## src/rtl/mul_sched_pkg.sv

```systemverilog
// mul_sched_pkg: shared types and decode constants for the multiplier issue
// scheduler (mul_issue_sched) and its writeback tracker (mul_sched_tracker).
//   state_e     : scheduler FSM states
//   trk_entry_t : one tracker slot {valid, rd}
//   is_mul_op() : MUL/MULH/MULHSU/MULHU decode from the relevant fields
package mul_sched_pkg;

  localparam logic [6:0] OPC_OP        = 7'b0110011;
  localparam logic [6:0] FUNCT7_MULDIV = 7'b0000001;

  typedef enum logic [1:0] {
    IDLE  = 2'd0,
    BUSY  = 2'd1,
    DRAIN = 2'd2,
    DONE  = 2'd3
  } state_e;

  typedef struct packed {
    logic       valid;
    logic [4:0] rd;
  } trk_entry_t;

  // funct3[2]=1 selects the divide group, which is not handled here.
  function automatic logic is_mul_op(input logic [6:0] opc,
                                     input logic [6:0] funct7,
                                     input logic       funct3_msb);
    return (opc == OPC_OP) && (funct7 == FUNCT7_MULDIV) && !funct3_msb;
  endfunction

endpackage

```

## src/rtl/mul_sched_tracker.sv

```systemverilog
// mul_sched_tracker: MULT_STAGES-deep shift register of {valid, rd} that
// follows multiplies through the multiplier pipe, plus the RAW comparators.
// Ports:
//   clk_i, rst_ni            clock, async active-low reset
//   hold_i                   freeze the shift register
//   flush_i                  invalidate all entries (wins over hold)
//   issue_i, issue_rd_i      entry 0 load value
//   ra_idx_i, rb_idx_i       source registers checked for hazards
//   match_o                  some valid entry with rd!=0 matches ra or rb
//   busy_o                   any entry valid
//   empty_next_o             no entry valid after the coming edge
//   wb_valid_o, wb_rd_idx_o  last entry (rd forced 0 when invalid)
module mul_sched_tracker
  import mul_sched_pkg::*;
#(
  parameter int unsigned MULT_STAGES = 2
) (
  input  logic       clk_i,
  input  logic       rst_ni,
  input  logic       hold_i,
  input  logic       flush_i,
  input  logic       issue_i,
  input  logic [4:0] issue_rd_i,
  input  logic [4:0] ra_idx_i,
  input  logic [4:0] rb_idx_i,
  output logic       match_o,
  output logic       busy_o,
  output logic       empty_next_o,
  output logic       wb_valid_o,
  output logic [4:0] wb_rd_idx_o
);

  trk_entry_t [MULT_STAGES-1:0] ent_q, ent_d;

  always_comb begin
    ent_d = ent_q;
    if (flush_i) begin
      ent_d = '0;
    end else if (!hold_i) begin
      ent_d[0].valid = issue_i;
      ent_d[0].rd    = issue_i ? issue_rd_i : '0;
      for (int unsigned k = 1; k < MULT_STAGES; k++) begin
        ent_d[k] = ent_q[k-1];
      end
    end
  end

  always_ff @(posedge clk_i or negedge rst_ni) begin
    if (!rst_ni) begin
      ent_q <= '0;
    end else begin
      ent_q <= ent_d;
    end
  end

  // The last entry participates: the regfile is written at the end of the
  // writeback cycle, so a reader in that same cycle would see the old value.
  always_comb begin
    match_o      = 1'b0;
    busy_o       = 1'b0;
    empty_next_o = 1'b1;
    for (int unsigned k = 0; k < MULT_STAGES; k++) begin
      if (ent_q[k].valid && (ent_q[k].rd != '0) &&
          ((ent_q[k].rd == ra_idx_i) || (ent_q[k].rd == rb_idx_i))) begin
        match_o = 1'b1;
      end
      if (ent_q[k].valid) busy_o = 1'b1;
      if (ent_d[k].valid) empty_next_o = 1'b0;
    end
  end

  assign wb_valid_o  = ent_q[MULT_STAGES-1].valid;
  assign wb_rd_idx_o = ent_q[MULT_STAGES-1].valid ? ent_q[MULT_STAGES-1].rd : '0;

endmodule

```

## src/rtl/mul_issue_sched.sv

```systemverilog
// mul_issue_sched: issue scheduler and writeback tracker for the pipelined
// multiplier. Decodes the MUL group, raises RAW stalls against in-flight
// destinations, emits writeback valid/rd aligned with the multiplier result
// and offers a drain handshake (drain_req_i -> one-cycle drain_ack_o).
// Parameter MULT_STAGES: issue-to-result latency, 2 or 3.
// Ports: clk_i, rst_ni (async active-low); opcode_{valid,opcode,rd_idx,
//   ra_idx,rb_idx}_i issue slot; hold_i, flush_i, drain_req_i controls;
//   drain_ack_o, mul_issue_o, stall_o, busy_o, wb_valid_o, wb_rd_idx_o.
// Optional (macro MUL_SCHED_PERF_EN): perf_issue_cnt_o, perf_stall_cnt_o.
module mul_issue_sched
  import mul_sched_pkg::*;
#(
  parameter int unsigned MULT_STAGES = 2
) (
  input  logic        clk_i,
  input  logic        rst_ni,
  input  logic        opcode_valid_i,
  input  logic [31:0] opcode_opcode_i,
  input  logic [4:0]  opcode_rd_idx_i,
  input  logic [4:0]  opcode_ra_idx_i,
  input  logic [4:0]  opcode_rb_idx_i,
  input  logic        hold_i,
  input  logic        flush_i,
  input  logic        drain_req_i,
  output logic        drain_ack_o,
  output logic        mul_issue_o,
  output logic        stall_o,
  output logic        busy_o,
  output logic        wb_valid_o,
  output logic [4:0]  wb_rd_idx_o
`ifdef MUL_SCHED_PERF_EN
  ,
  output logic [31:0] perf_issue_cnt_o,
  output logic [31:0] perf_stall_cnt_o
`endif
);

  state_e state_q, state_d;
  logic   is_mul, accepting, hz, match, empty_next;
  logic   unused_insn_bits;

  assign is_mul = is_mul_op(opcode_opcode_i[6:0], opcode_opcode_i[31:25],
                            opcode_opcode_i[14]);
  assign unused_insn_bits = ^{opcode_opcode_i[24:15], opcode_opcode_i[13:7]};

  mul_sched_tracker #(
    .MULT_STAGES (MULT_STAGES)
  ) u_tracker (
    .clk_i        (clk_i),
    .rst_ni       (rst_ni),
    .hold_i       (hold_i),
    .flush_i      (flush_i),
    .issue_i      (mul_issue_o),
    .issue_rd_i   (opcode_rd_idx_i),
    .ra_idx_i     (opcode_ra_idx_i),
    .rb_idx_i     (opcode_rb_idx_i),
    .match_o      (match),
    .busy_o       (busy_o),
    .empty_next_o (empty_next),
    .wb_valid_o   (wb_valid_o),
    .wb_rd_idx_o  (wb_rd_idx_o)
  );

  assign accepting = (state_q == IDLE) || (state_q == BUSY);
  assign hz        = opcode_valid_i && match;
  assign stall_o   = hz || (!accepting && is_mul && opcode_valid_i);
  // Gated by rst_ni so every output reads 0 while reset is asserted.
  assign mul_issue_o = rst_ni && opcode_valid_i && is_mul && !stall_o &&
                       !hold_i && !flush_i;
  assign drain_ack_o = (state_q == DONE);

  // empty_next already reflects flush and the current issue, so a drain
  // request that coincides with a flush acknowledges on the following cycle.
  always_comb begin
    state_d = state_q;
    unique case (state_q)
      IDLE: begin
        if (!hold_i) begin
          if (drain_req_i)      state_d = empty_next ? DONE : DRAIN;
          else if (mul_issue_o) state_d = BUSY;
        end
      end
      BUSY: begin
        if (!hold_i) begin
          if (drain_req_i)     state_d = empty_next ? DONE : DRAIN;
          else if (empty_next) state_d = IDLE;
        end
      end
      DRAIN: begin
        if (empty_next && (!hold_i || flush_i)) state_d = DONE;
      end
      // Leaves unconditionally so the ack stays a single-cycle pulse.
      DONE: state_d = IDLE;
      default: state_d = IDLE;
    endcase
  end

  always_ff @(posedge clk_i or negedge rst_ni) begin
    if (!rst_ni) begin
      state_q <= IDLE;
    end else begin
      state_q <= state_d;
    end
  end

`ifdef MUL_SCHED_PERF_EN
  logic [31:0] issue_cnt_q, issue_cnt_d, stall_cnt_q, stall_cnt_d;

  always_comb begin
    issue_cnt_d = issue_cnt_q + 32'(mul_issue_o);
    stall_cnt_d = stall_cnt_q + 32'(stall_o && opcode_valid_i && !hold_i);
  end

  always_ff @(posedge clk_i or negedge rst_ni) begin
    if (!rst_ni) begin
      issue_cnt_q <= '0;
      stall_cnt_q <= '0;
    end else begin
      issue_cnt_q <= issue_cnt_d;
      stall_cnt_q <= stall_cnt_d;
    end
  end

  assign perf_issue_cnt_o = issue_cnt_q;
  assign perf_stall_cnt_o = stall_cnt_q;
`endif

endmodule

```

## config.mk

```make
export PLATFORM = sky130hd
export DESIGN_NAME = mul_issue_sched
export DESIGN_NICKNAME = d
export VERILOG_FILES = /design/src/rtl/mul_sched_pkg.sv /design/src/rtl/mul_sched_tracker.sv /design/src/rtl/mul_issue_sched.sv
export SDC_FILE = /design/constraint.sdc
export NUM_CORES = 1
export LEC_CHECK = 0
export CAP_MARGIN = 20
export CORE_MARGIN = 8
export CORE_UTILIZATION = 61
export DETAILED_ROUTE_END_ITERATION = 8
export DONT_BUFFER_PORTS = 1
export GPL_TIMING_DRIVEN = 0
export PLACE_DENSITY = 0.84
export SLEW_MARGIN = 20
export SYNTH_ARGS = -nofsm -noshare
export SYNTH_HDL_FRONTEND = slang
export SYNTH_SLANG_ARGS = --single-unit
```

## constraint.sdc

```tcl
create_clock -name clk_i -period 1.9 [get_ports clk_i]
set_input_delay 0.19 -clock clk_i [delete_from_list [all_inputs] [get_ports clk_i]]
set_output_delay 0.19 -clock clk_i [all_outputs]
set_load 0.01 [all_outputs]
```

==> flow_summary.yaml <==
pwr:
  p_seq_share_pct: 51.2
  p_sw_w: 0.000177
  p_total_w: 0.000660
  cellPowerDensity_mw_per_mm2: 592
  p_clk_share_pct: 31.6
  irDropWorstVdd_v: 0.000569
  cell_internal_pwr_w: 0.000483
  p_leak_nw: 0.560
  combPwrFrac_pct: 17.2
  switching_share_pct: 26.8
die:
  row_count: 14
  die_h_microns: 55.8
  design.core.area_sq_mm: 0.00149
  ios: 63
  fp.dieW_microns: 55.8
  start_util_pct: 64.9
  die-area_sq_mm: 0.00311
place:
  dp_hpwl_microns: 1960
  dp.cells: 120
  place_congestion: 0.803
  io_buffers: 0
  pre_cts_slack_ps: 128
cts:
  cts_tree: "built"
  insertion_delay_ps: 270
  cts_root_buffer: "clkbuf_4"
  cts_sinks: 14
  cts_buffers: 3
  clk_pin_slew_worst_paths_ps: 80
  htree_levels: 1
  clockBufferDepth: 2
run_status:
  status: "finished, violations left"
  failed_checks: "setup timing"
critical_path:
  crit_required_ps: 1710
  cp-startpoint: "u_tracker.ent_q[0]$_DFFE_PN0N_"
  path_class: "reg2out"
  timing.critical_path.arrival_ps: 1750
  critPathCapture: "mul_issue_o"
  crit_path_start_kind: "register"
  r2r_end: "u_tracker.ent_q[4]$_DFFE_PN0N_"
  crit_path_max_fanout: 8
  timing.rr.start: "u_tracker.ent_q[3]$_DFFE_PN0N_"
  r2r_setup_slack_ps: 110
  rr_worst_depth: 6
  end_kind: "primary output"
sta:
  rsz0062_at_grt: "true"
  slew_viol_final: 0
  hold_viol_final: 0
  layout_setup_ws_ps: -41.8
  relSlewSlack_pct: 58.9
  fin_skew_ps: 3.53
  fin_crit_ps: 1940
  hold_ws_ps: 49.5
  fmax_mhz: 515
  setup_viol: 1
  timing.final.crit_share_pct: 102
  tightestPinTransition_ps: 614
global_route:
  grt_use_total_pct: 15.9
  grt-ovfl-total: 0
  grt_pass1_vias: 927
  grt_pass1_wl_microns: 4130
  grt_antenna_before_repair: 0
  grt_max_degree: 15
layout:
  instances_no_fill: 132
  nNetsFinal: 170
  fin_util_pct: 74.9
  area_delta_synth_final_pct: 15.4
  drive_above_1_share_pct: 20.7
  antennaDiodeCount: 0
routing:
  wl_per_cell_microns: 19.5
  vias: 827
  first_iter_violations: 23
  avgViaCountPerCell: 6.27
  post-route-drc-count: 0
  ant_nets: 0
  wl_microns: 2580
  drt_pass1_iterations: 4
min_path:
  hold_class: "in2reg"
yosys:
  ys_ff_latch: 14
  yosysSeqAreaShare_pct: 36.3
  netlist_area_sq_um: 966
  synth.net_count: 157
  syn_area_per_cell_sq_um: 9.29
  ys_warn_count: 0
  synth.distinct_cells: 30
  synthCells: 104
job:
  max_cap_viol_count: 0
## registers in the layout, summed over array words and instances (netlist names)
| signal | flops |
|---|---|
| u_tracker.ent_q | 11 |
| u_tracker.wb_valid_o | 1 |
| state_q | 2 |
## Yosys cell counts
cell	number	area share (%)
nor4bb_1	2	2.1
a22oi_1	2	1.6
nand3_1	1	0.52
a21o_2	1	0.91
inv_1	3	1.2
buf_6	1	1.2
o21ai_0	1	0.52
nor2b_1	1	0.65
nand2b_1	1	0.65
dfrtp_1	14	36
o221a_1	1	1.2
nor2_1	16	6.2
nand4_1	1	0.65
or4_1	2	1.6
nor4b_1	1	0.91
o21ai_1	1	0.52
o22ai_1	2	1.3
a22o_1	5	4.5
a21oi_1	1	0.52
clkbuf_1	1	0.39
or2_2	1	0.65
mux2i_1	7	7.3
and2_1	6	3.9
buf_2	1	0.52
o21a_1	1	0.78
nand2_1	2	0.78
nor3b_1	1	0.78
xor2_1	20	18
o21ai_2	1	0.91
nor3_1	6	3.1
## final cells by class
type | count | area (sq um)
buffer | 3 | 20.0
clock buffer | 4 | 36.3
fill | 116 | 374
inverter | 3 | 11.3
multi-input combinational | 84 | 609
sequential | 14 | 355
tap | 16 | 20.0
timing repair buffer | 8 | 62.6
## cell families after synthesis
family | Yosys count | share of synthesized area, %
XOR/XNOR | 20 | 18.1
multiplexers | 7 | 7.25
AND/OR/NAND/NOR | 41 | 22.4
buffers and inverters | 6 | 3.24
flip-flops | 14 | 36.3
AO/OA/AOI/OAI | 16 | 12.7
## per-layer routing
metal  GRT usage, %  up-vias  wire length (microns)
met4           5.63        0                     31
li1               -      390                      -
met5              0        -                      0
met3           4.11        5                    179
met1           16.8      400                   1000
met2           29.2       32                   1370
## cell usage in the layout, fill, tap and decap left out, drive strengths merged, types with 2 or more instances in the layout
master  instances
clkbuf          5
nor4bb          2
o21ai           3
a22o            5
and2            6
mux2i           7
nor2           16
xor2           20
buf             9
nand2           2
inv             3
a22oi           2
or4             2
o22ai           2
nor3            6
dfrtp          14
## how the worst min path moves through the flow
stage	from	endpoint	slack [ps]	cells after the start
4_1_cts	drain_req_i	state_q[1]$_DFFE_PN0P_	40	2
5_1_grt	drain_req_i	state_q[1]$_DFFE_PN0P_	30	2
3_5_place_dp	rst_ni	u_tracker.ent_q[10]$_DFFE_PN0N_	-110	0
3_3_place_gp	rst_ni	u_tracker.ent_q[10]$_DFFE_PN0N_	-110	0
6_report	drain_req_i	state_q[1]$_DFFE_PN0P_	50	2
2_1_floorplan	rst_ni	state_q[0]$_DFFE_PN0P_	-110	0
## stage by stage
stage / TNS [ps] / area [sq um]
after floorplan: 0 / 966
after global placement: 0 / 986
after detailed placement: 0 / 986
after CTS: -46.7 / 1100
after global routing: -147 / 1110
final: -41.8 / 1110
## worst max-delay path, stage by stage (launching register included)
cell	delay, ps
dfrtp_2	430
or4_4	530
o21ai_4	150
o221a_1	220
buf_6	150
## power groups by stage
stage          Clock (W)  Combinational [W]  Sequential, W
6_report        0.000209           0.000113       0.000338
5_1_grt         0.000224           0.000129       0.000339
4_1_cts         0.000212           0.000112       0.000336
3_5_place_dp           0           0.000103       0.000343
3_3_place_gp           0          0.0000985       0.000340
2_1_floorplan          0          0.0000888       0.000337
## timing repair
action	4_1_cts	5_1_grt
buffers inserted	7	0
hold endpoints to repair	14	0
gates resized for setup	5	4
gates cloned	0	0
hold buffers	1	0
endpoints found under the setup margin	2	2
pin swaps	5	2
No activity file was read; power rests on OpenSTA's default activity.
